[src/rtl/alu_shift_arbiter.sv]
// alu_shift_arbiter: two-port round-robin front end for one shared left shifter, R = A << B[CNT_W-1:0].
// Latency: amount+1 cycles from accept to rsp_valid (always 1 cycle with ALU_SHIFT_FASTPATH_EN defined).
// Backpressure: result held in RESP until rsp_ready; neither requester is accepted while busy.
module alu_shift_arbiter #(
    parameter int N     = 3,
    parameter int CNT_W = 2
) (
    input  logic         clk,
    input  logic         rst,
    input  logic         req0_valid,
    output logic         req0_ready,
    input  logic [N-1:0] req0_a,
    input  logic [N-1:0] req0_b,
    input  logic         req1_valid,
    output logic         req1_ready,
    input  logic [N-1:0] req1_a,
    input  logic [N-1:0] req1_b,
    output logic         rsp_valid,
    input  logic         rsp_ready,
    output logic         rsp_id,
    output logic [N-1:0] rsp_r,
    output logic         busy
);

    typedef enum logic [1:0] {
        IDLE  = 2'd0,
        SHIFT = 2'd1,
        RESP  = 2'd2
    } state_t;

    state_t           state;
    state_t           state_nxt;
    logic [N-1:0]     r;
    logic             id;
    logic             last_grant;
    logic             grant0;
    logic             grant1;
    logic             accept;
    logic             acc_id;
    logic [N-1:0]     acc_a;
    logic [CNT_W-1:0] acc_amt;
    logic             unused_b;
`ifndef ALU_SHIFT_FASTPATH_EN
    logic [CNT_W-1:0] cnt;
`endif

    // The requester not served last wins a contention; a lone valid requester always wins.
    assign grant0 = req0_valid && (!req1_valid || last_grant);
    assign grant1 = req1_valid && (!req0_valid || !last_grant);

    assign accept  = (req0_valid && req0_ready) || (req1_valid && req1_ready);
    assign acc_id  = req1_ready;
    assign acc_a   = req0_ready ? req0_a : req1_a;
    assign acc_amt = req0_ready ? req0_b[CNT_W-1:0] : req1_b[CNT_W-1:0];

    // Upper shift-amount bits carry no meaning for this unit.
    assign unused_b = ^{req0_b[N-1:CNT_W], req1_b[N-1:CNT_W]};

    always_ff @(posedge clk or posedge rst) begin
        if (rst) begin
            state <= IDLE;
        end else begin
            state <= state_nxt;
        end
    end

    always_comb begin
        state_nxt = state;
        case (state)
            IDLE: begin
                if (accept) begin
`ifdef ALU_SHIFT_FASTPATH_EN
                    state_nxt = RESP;
`else
                    state_nxt = (acc_amt == '0) ? RESP : SHIFT;
`endif
                end
            end
`ifndef ALU_SHIFT_FASTPATH_EN
            SHIFT: begin
                if (cnt == CNT_W'(1)) begin
                    state_nxt = RESP;
                end
            end
`endif
            RESP: begin
                if (rsp_ready) begin
                    state_nxt = IDLE;
                end
            end
            default: state_nxt = IDLE;
        endcase
    end

    always_comb begin
        req0_ready = (state == IDLE) && grant0;
        req1_ready = (state == IDLE) && grant1;
        rsp_valid  = (state == RESP);
        busy       = (state != IDLE);
    end

    always_ff @(posedge clk or posedge rst) begin
        if (rst) begin
            r          <= '0;
            id         <= 1'b0;
            last_grant <= 1'b1;
        end else if (accept) begin
            id         <= acc_id;
            last_grant <= acc_id;
`ifdef ALU_SHIFT_FASTPATH_EN
            r          <= acc_a << acc_amt;
`else
            r          <= acc_a;
`endif
        end
`ifndef ALU_SHIFT_FASTPATH_EN
        else if (state == SHIFT) begin
            r <= {r[N-2:0], 1'b0};
        end
`endif
    end

`ifndef ALU_SHIFT_FASTPATH_EN
    always_ff @(posedge clk or posedge rst) begin
        if (rst) begin
            cnt <= '0;
        end else if (accept) begin
            cnt <= acc_amt;
        end else if (state == SHIFT) begin
            cnt <= cnt - 1'b1;
        end
    end
`endif

    assign rsp_r  = r;
    assign rsp_id = id;

endmodule

[config.mk]
export PLATFORM = sky130hd
export DESIGN_NAME = alu_shift_arbiter
export DESIGN_NICKNAME = d
export VERILOG_FILES = /design/src/rtl/alu_shift_arbiter.sv
export SDC_FILE = /design/constraint.sdc
export NUM_CORES = 1
export LEC_CHECK = 0
export CORE_MARGIN = 1.5
export CORE_UTILIZATION = 41
export CTS_BUF_LIST = sky130_fd_sc_hd__clkbuf_8
export CTS_CLUSTER_DIAMETER = 120
export DETAILED_ROUTE_END_ITERATION = 7
export GPL_ROUTABILITY_DRIVEN = 0
export PLACE_DENSITY = 0.8
export REMOVE_ABC_BUFFERS = 1
export SETUP_SLACK_MARGIN = 0.3
export SLEW_MARGIN = 20
export SYNTH_ARGS = -nofsm -noshare
export SYNTH_HDL_FRONTEND = slang
export SYNTH_SLANG_ARGS = --single-unit
[constraint.sdc]
create_clock -name clk -period 1.5 [get_ports clk]
set_input_delay 0.225 -clock clk [delete_from_list [all_inputs] [get_ports clk]]
set_output_delay 0.225 -clock clk [all_outputs]
set_load 0.05 [all_outputs]
# After elaboration in Yosys (flattened, before gate mapping)
# Cells that the tools add are included.
[word_totals] register_bits=9 latch_bits=0 mem_bits_rw=0 romBits=0 in_bits=17 out_inout_bits=8 wordCells=40 n_memories=0
[op_classes] n_addsub=1 n_mul=0 div_mod_pow=0 order_cmp=0 n_eq_ne=6 n_shift=0 mux=11 bitwise_logic=0 n_reduce_logical=17
[op_table] operator="2-bit two-way mux" count=7
[op_table] operator="3-bit two-way mux" count=3
[op_table] operator="1-bit logical AND" count=6
[op_table] operator="2-bit one-hot mux with 3 select lines" count=1
[op_table] operator="2-bit by 1-bit == test with 1-bit output (second input constant)" count=2
[op_table] operator="2-bit zero test" count=2
[op_table] operator="2-bit inequality test (second input constant)" count=2
[op_table] operator="2-bit nonzero test" count=2
[op_table] operator="1-bit zero test" count=3
[op_table] operator="1-bit logical OR" count=3
[op_table] operator="3-bit AND reduction" count=1
[op_table] operator="2-bit == test (second input constant)" count=1
[op_table] operator="2-bit by 1-bit inequality test with 1-bit output (second input constant)" count=1
[op_table] operator="2-bit by 1-bit subtractor with 2-bit output (second input constant)" count=1

# Depth between registers and ports, before layout
# Gate-level depths: netlist (run 1).
[depth] word_depth=9 mapped_depth=5 depth_no_buf=5

# Worst setup path before layout (run 1)
# Ideal clock, no wire load.
[synth_timing] path_type="register to output" from="reg state[0]" to="out req1_ready" arrival_ps=1447 required_ps=1275 slack_ps=-172 path_stages_with_launch=4 n_path_buf=0 path_cell_list="dfrtp_1 nor2_4 nand2_1 a21oi_1"
[synth_between] elab_chain_cells=2
[synth_lines] element="from (decl)" line_no="31" source="state_t state;"
[synth_lines] element="from (signal assigned)" line_no="63" source="state <= state_nxt;"
[synth_lines] element="2-bit zero test" line_no="97" source="req1_ready = (state == IDLE) && grant1;"
[synth_lines] element="1-bit logical AND" line_no="97"
[synth_lines] element="to (decl)" line_no="15" source="output logic req1_ready,"
# No other way between the ends.

# Final worst setup path (run 1)
[layout_timing] from="reg last_grant" to="out req0_ready"
[layout_between] elab_chain_cells=3
[layout_lines] element="from (decl)" line_no="35" source="logic last_grant;"
[layout_lines] element="from (signal assigned)" line_no="109" source="last_grant <= acc_id;"
[layout_lines] element="1-bit logical OR" line_no="48" source="assign grant0 = req0_valid && (!req1_valid || last_grant);"
[layout_lines] element="1-bit logical AND" line_no="48"
[layout_lines] element="1-bit logical AND" line_no="96" source="req0_ready = (state == IDLE) && grant0;"
[layout_lines] element="to (decl)" line_no="11" source="output logic req0_ready,"
# No other way between the ends.

==> flow_summary.ini, run 1 <==
[critical_path]
critical_path_class = flop to primary output
cp-start-kind = flop
critPathCaptureType = primary output
worst-path-max-fanout = 3
cp.required_ns = 1.27
arrival_ns = 1.24

[synthesis]
ys_types = 25
ys_ff_latch = 9
synth_seq_area_share_pct = 41.6
synthCells = 56
synth_area_um2 = 544
yosys_warnings = 0
synthTopCellsByArea = dfrtp_1, mux2i_1, dfstp_2
synth.avg_cell_area_um2 = 9.72
synth_common_cells = dfrtp_1, nand2_1, nor2_1, o21ai_0
synth_top_flop_cell = dfrtp_1
synth_top_area_share_pct = 36.8
yosysMostFrequentCell = dfrtp_1
synth_edf_count = 0
async_flop_share_pct = 100
yosysTopAreaCell = dfrtp_1

[hold_path]
min_path_type = input port to async pin

[floorplan]
coreArea_um2 = 1170
fp.dieW_um = 39.4
start_util_pct = 46.5
rows = 12
dieArea_um2 = 1560
die_h_um = 39.4
io_pins = 25

[final_layout]
syn_to_final_growth_pct = 78.4
n_antenna_cell = 0
num-nets-final = 111
fill_cells = 73
layout-drive-gt1-share_pct = 40.2
final_area_um2 = 971

[power]
p_leak_nw = 0.461
power_frac_comb_pct = 67.0
clock_power_share_pct = 11.8
switching_power_w = 0.00100
p_sw_share_pct = 43.7
ir_worst_vdd_mv = 1.27
total_power_w = 0.00230
power.density_nw_per_um2 = 2360
power_frac_seq_pct = 21.2
p_int_w = 0.00129

[routing]
num_vias = 540
drt-wirelength-per-cell_um = 13.4
first_pass_iters = 2
detail_route.wirelength_mm = 1.42
drc = 0
antenna_left = 0
viasPerCell = 5.09
drt_iter0_markers = 5

[clock_tree]
clockBufferDepth = 2
clkSinkCount = 9
clk_latency_ns = 0.23
h-tree-depth = 1
cts_hold_buf = 0
cts_buffers = 3
cts_root_buf = clkbuf_8
cts_tree = built
clk_pin_slew_ns = 0.05

[grt]
grtUsageMet1_pct = 25.6
antenna_found_initial = 0
grt_max_degree = 10
grt_use_met2_pct = 36.9
grt.total_usage_pct = 21.5
grt_pass1_wl_mm = 2.15
first_global_vias = 539
gr-total-overflow = 0
gr-usage-met3_pct = 3.41
grt_busiest_layer = met2

[timing]
fmax_ghz = 0.685
worst_pin_slew_ns = 0.360
relSlewSlack_pct = 76.0
setup_violations = 0
timing.final.crit_share_pct = 97.3
layout_setup_ws_ns = 0.0400
grt_setup_unrepaired = true
fin_tns_setup_ns = 0
hold_viol_final = 0
min_period_ns = 1.46
skew_ns = 0.00228
finalMaxSlewViolations = 0

[placement]
port_buffers = 22
dp_hpwl_mm = 1.01
place_area_um2 = 862
dp_slack_ns = -0.0953

[run]
maxCapViolations = 0

[outcome]
status = finished, final reports clean
## routing by layer
layer  share of wire [%]  up-vias
met5                   0        -
met4                0.28        0
met3                 3.2        2
met2                  53       15
met1                  43      252
li1                    -      271
## repair_timing
item                       4_1_cts  5_1_grt
resized for setup               11        1
setup buffers                    5        0
hold endpoints to repair         0        0
pin swaps                        2        0
setup endpoints to repair       12       11
## stage by stage
stage / hold slack, ns / std cells / utilization (%)
after floorplan: 0.0522 / 56 / -
after global placement: 0.484 / 97 / 73.6
after detailed placement: 0.495 / 97 / 73.6
after CTS: 0.265 / 106 / 82.6
after global routing: 0.293 / 106 / 82.9
final: 0.261 / 106 / 82.9
## cell families after synthesis
kind of cell / Yosys count / share of synthesized area (%)
and+or+nand+nor: 21 / 23.0
AOI/OAI and AO/OA: 15 / 18.6
DFF: 9 / 41.6
muxes: 5 / 10.1
buffers and inverters: 4 / 2.76
xor gates and xnor gates: 1 / 1.61
adders and majority gates: 1 / 2.30
## sequential cells by signal (all words and copies together) (netlist names)
signal      flops
cnt             2
last_grant      1
rsp_id          1
rsp_r           3
state           2
## cells in the final DEF (no fill, tap or decap), types with 2 or more instances in the layout
cell             count
nand2_1              4
a21oi_1              2
and2b_2              2
nor3_1               3
o21ai_0              5
dlygate4sd2_1        2
buf_12               5
clkbuf_8             3
dfrtp_2              2
nor2_1               5
a22oi_1              2
dfrtp_1              6
mux2i_1              4
buf_4               11
buf_6                2
inv_1                4
clkdlybuf4s50_1     12
## critical path: stages, from the launching register on
cell and delay, ns:
dfstp_2 0.53, nand2b_4 0.13, nand3_4 0.11, inv_4 0.10, buf_12 0.13
## power by group through the flow
stage | clock (W) | combinational, W | sequential, W
floorplan | 0 | 0.000646 | 0.000657
global route | 0.000293 | 0.00162 | 0.000494
detailed placement | 0 | 0.00133 | 0.000503
global placement | 0 | 0.00130 | 0.000499
CTS | 0.000277 | 0.00152 | 0.000477
finish | 0.000271 | 0.00154 | 0.000487
## final cells by class
| class | count | area, um^2 | area share (%) |
|---|---|---|---|
| tap | 14 | 17.5 | 1.80 |
| inverter | 4 | 17.5 | 1.80 |
| timing repair buffer | 32 | 343 | 35.3 |
| clock buffer | 3 | 41.3 | 4.25 |
| sequential | 9 | 229 | 23.6 |
| clock inverter | 1 | 3.75 | 0.387 |
| multi-input combinational | 43 | 319 | 32.9 |
## worst paths after layout
kind,startpoint,end,slack (ns),depth (start not counted)
min in group clk,req1_valid,last_grant,0.51,3
worst max register to register,last_grant,state[1],0.13,4
worst min register to register,cnt[1],cnt[1],0.52,2
worst min-delay path,rst,rsp_r[2],0.26,2
max in group asynchronous,rst,last_grant,0.93,2
worst max-delay path,last_grant,req0_ready,0.04,4
No activity file was read; power rests on OpenSTA's default activity.
==> inputs of run 2 (changes only) <==
--- a/config.mk
+++ b/config.mk
@@ -6,12 +6,12 @@
 export NUM_CORES = 1
 export LEC_CHECK = 0
 export CORE_MARGIN = 1.5
-export CORE_UTILIZATION = 41
-export CTS_BUF_LIST = sky130_fd_sc_hd__clkbuf_8
+export CORE_UTILIZATION = 39
+export CTS_BUF_LIST = sky130_fd_sc_hd__clkbuf_16
 export CTS_CLUSTER_DIAMETER = 120
 export DETAILED_ROUTE_END_ITERATION = 7
 export GPL_ROUTABILITY_DRIVEN = 0
-export PLACE_DENSITY = 0.8
+export PLACE_DENSITY = 0.76
 export REMOVE_ABC_BUFFERS = 1
 export SETUP_SLACK_MARGIN = 0.3
 export SLEW_MARGIN = 20
==> run 2 against run 1 <==
Net effect: final cell count increased by 6.6%; largest cell class unchanged; worst hold slack improved by 0.016 ns; clock skew is 0.0010 ns higher; global-route usage grew 3.0 points; register-to-register slack worse by 0.12 ns; first-iteration DRC count grew to 7.8 times the previous value; cell area increased by 12%.
==> flow_summary.ini, run 2 (synthesis gave the netlist of run 1 again) <==
[placement]
place_area_um2 = 871
port_buffers = 22
dp.cells = 99
dp_hpwl_um = 998

[grt]
antenna_found_initial = 0
grt_pass1_wl_mm = 2.46
grt_use_met2_pct = 42.5
grt_max_degree = 10
grt_busiest_layer = met2
gr-usage-met3_pct = 8.89
grt.total_usage_pct = 24.5
first_global_vias = 546
grtUsageMet1_pct = 27.6
gr-total-overflow = 0

[final_layout]
syn_to_final_growth_pct = 100
fin_cells = 113
final_area_um2 = 1090
layout_commonest_cell = buf_4
layout-drive-gt1-share_pct = 46.9
num-nets-final = 117
largest_reg_flops = 3
layout_common_cells = buf_4, clkdlybuf4s50_1, dfrtp_1
n_antenna_cell = 0

[timing]
skew_ns = 0.00329
setup_violations = 0
grt_setup_unrepaired = true
finalMaxSlewViolations = 0
hold_viol_final = 0
min_period_ns = 1.49
timing.final.crit_share_pct = 99.2
worst_pin_slew_ns = 0.353
relSlewSlack_pct = 76.4
fmax_ghz = 0.672

[critical_path]
crit_path_start = last_grant
cp.required_ns = 1.61
critPathCaptureType = flop
critPathBufInv = 2
arrival_ns = 1.60
crit_slowest_cell = dfstp_2
cpMostUsedCell = buf_6
cp-start-kind = flop
r2r-start = last_grant
critical_path_class = flop to flop
path_cells = nand2b_4 -> nand3_4 -> buf_6 -> buf_6 -> mux2i_1 -> o21ai_1
cp.depth = 6
worst-path-max-fanout = 4
r2r_cells = 6
critical-path-top-delay-family = flip-flops
critPathMaxStageDelay_ns = 0.53

[power]
ir_worst_vdd_mv = 1.73
switching_power_w = 0.00115
p_sw_share_pct = 42.6
power_frac_seq_pct = 18.3
power.density_nw_per_um2 = 2490
power_frac_comb_pct = 63.7
p_leak_nw = 0.513
p_int_w = 0.00155
clock_power_share_pct = 18.0

[floorplan]
fp.dieW_um = 40.4
coreArea_um2 = 1300
start_util_pct = 41.8
dieArea_um2 = 1630
rows = 13
io_pins = 25
die_h_um = 40.4

[routing]
drt_iter0_markers = 39
drc = 0
num_vias = 611
drt-wirelength-per-cell_um = 17.8
antenna_left = 0
first_pass_iters = 4
detail_route.wirelength_mm = 2.01
viasPerCell = 5.41

[clock_tree]
clk_pin_slew_ns = 0.04
h-tree-depth = 1
cts_hold_buf = 0
clkSinkCount = 9
cts_tree = built
clockBufferDepth = 2
cts_buffers = 3
clk_latency_ns = 0.24
cts_root_buf = clkbuf_16

[hold_path]
min_path_type = input port to async pin

[run]
maxCapViolations = 0

[outcome]
status = finished, final reports clean
-- run 2: cell types whose count changed in the layout (fill, tap and decap cells not counted), sizes merged --
cell / previous run / this run
buf: 18 / 24
-- run 2: path summary, 6_finish.rpt --
path	end	slack, ns
max in group asynchronous	last_grant	0.92
setup reg to reg	rsp_r[2]	0.01
min in group clk	rsp_id	0.51
hold / removal	rsp_id	0.28
setup / recovery	rsp_r[2]	0.01
hold reg to reg	rsp_id	0.51
-- run 2: timing repair --
action                     4_1_cts  5_1_grt
setup buffers                    8        2
setup endpoints to repair       11       11
pin swaps                        2        3
resized for setup               11       12
-- run 2: final cells by class --
cell class | count | area [um^2]
inverter | 4 | 17.5
clock inverter | 1 | 3.75
clock buffer | 3 | 75.1
fill | 70 | 213
sequential | 9 | 229
tap | 15 | 18.8
timing repair buffer | 38 | 399
multi-input combinational | 43 | 345
-- run 2: per-stage QoR --
stage	hold slack (ns)	power [W]	worst slack, ns	utilization (%)	TNS [ns]
2_1_floorplan	0.0522	0.00130	-0.172	-	-0.172
3_3_place_gp	0.480	0.00181	-0.0887	66.9	-0.314
3_5_place_dp	0.492	0.00183	-0.109	66.9	-0.493
4_1_cts	0.279	0.00251	0.0516	79.3	0
5_1_grt	0.310	0.00281	-0.0211	83.7	-0.0439
6_report	0.277	0.00271	0.0115	83.7	0
-- run 2: power groups by stage --
stage	Clock (W)	Sequential, W	Combinational [W]
floorplan	0	0.000657	0.000646
global placement	0	0.000502	0.00130
detailed placement	0	0.000508	0.00132
CTS	0.000469	0.000484	0.00155
global route	0.000497	0.000505	0.00181
finish	0.000488	0.000495	0.00172
-- run 2: per-layer routing --
| layer | routed length [um] | part of all wire (%) |
|---|---|---|
| met1 | 866 | 43 |
| met5 | 0 | 0 |
| met4 | 14 | 0.70 |
| met3 | 93 | 4.6 |
| met2 | 1040 | 52 |
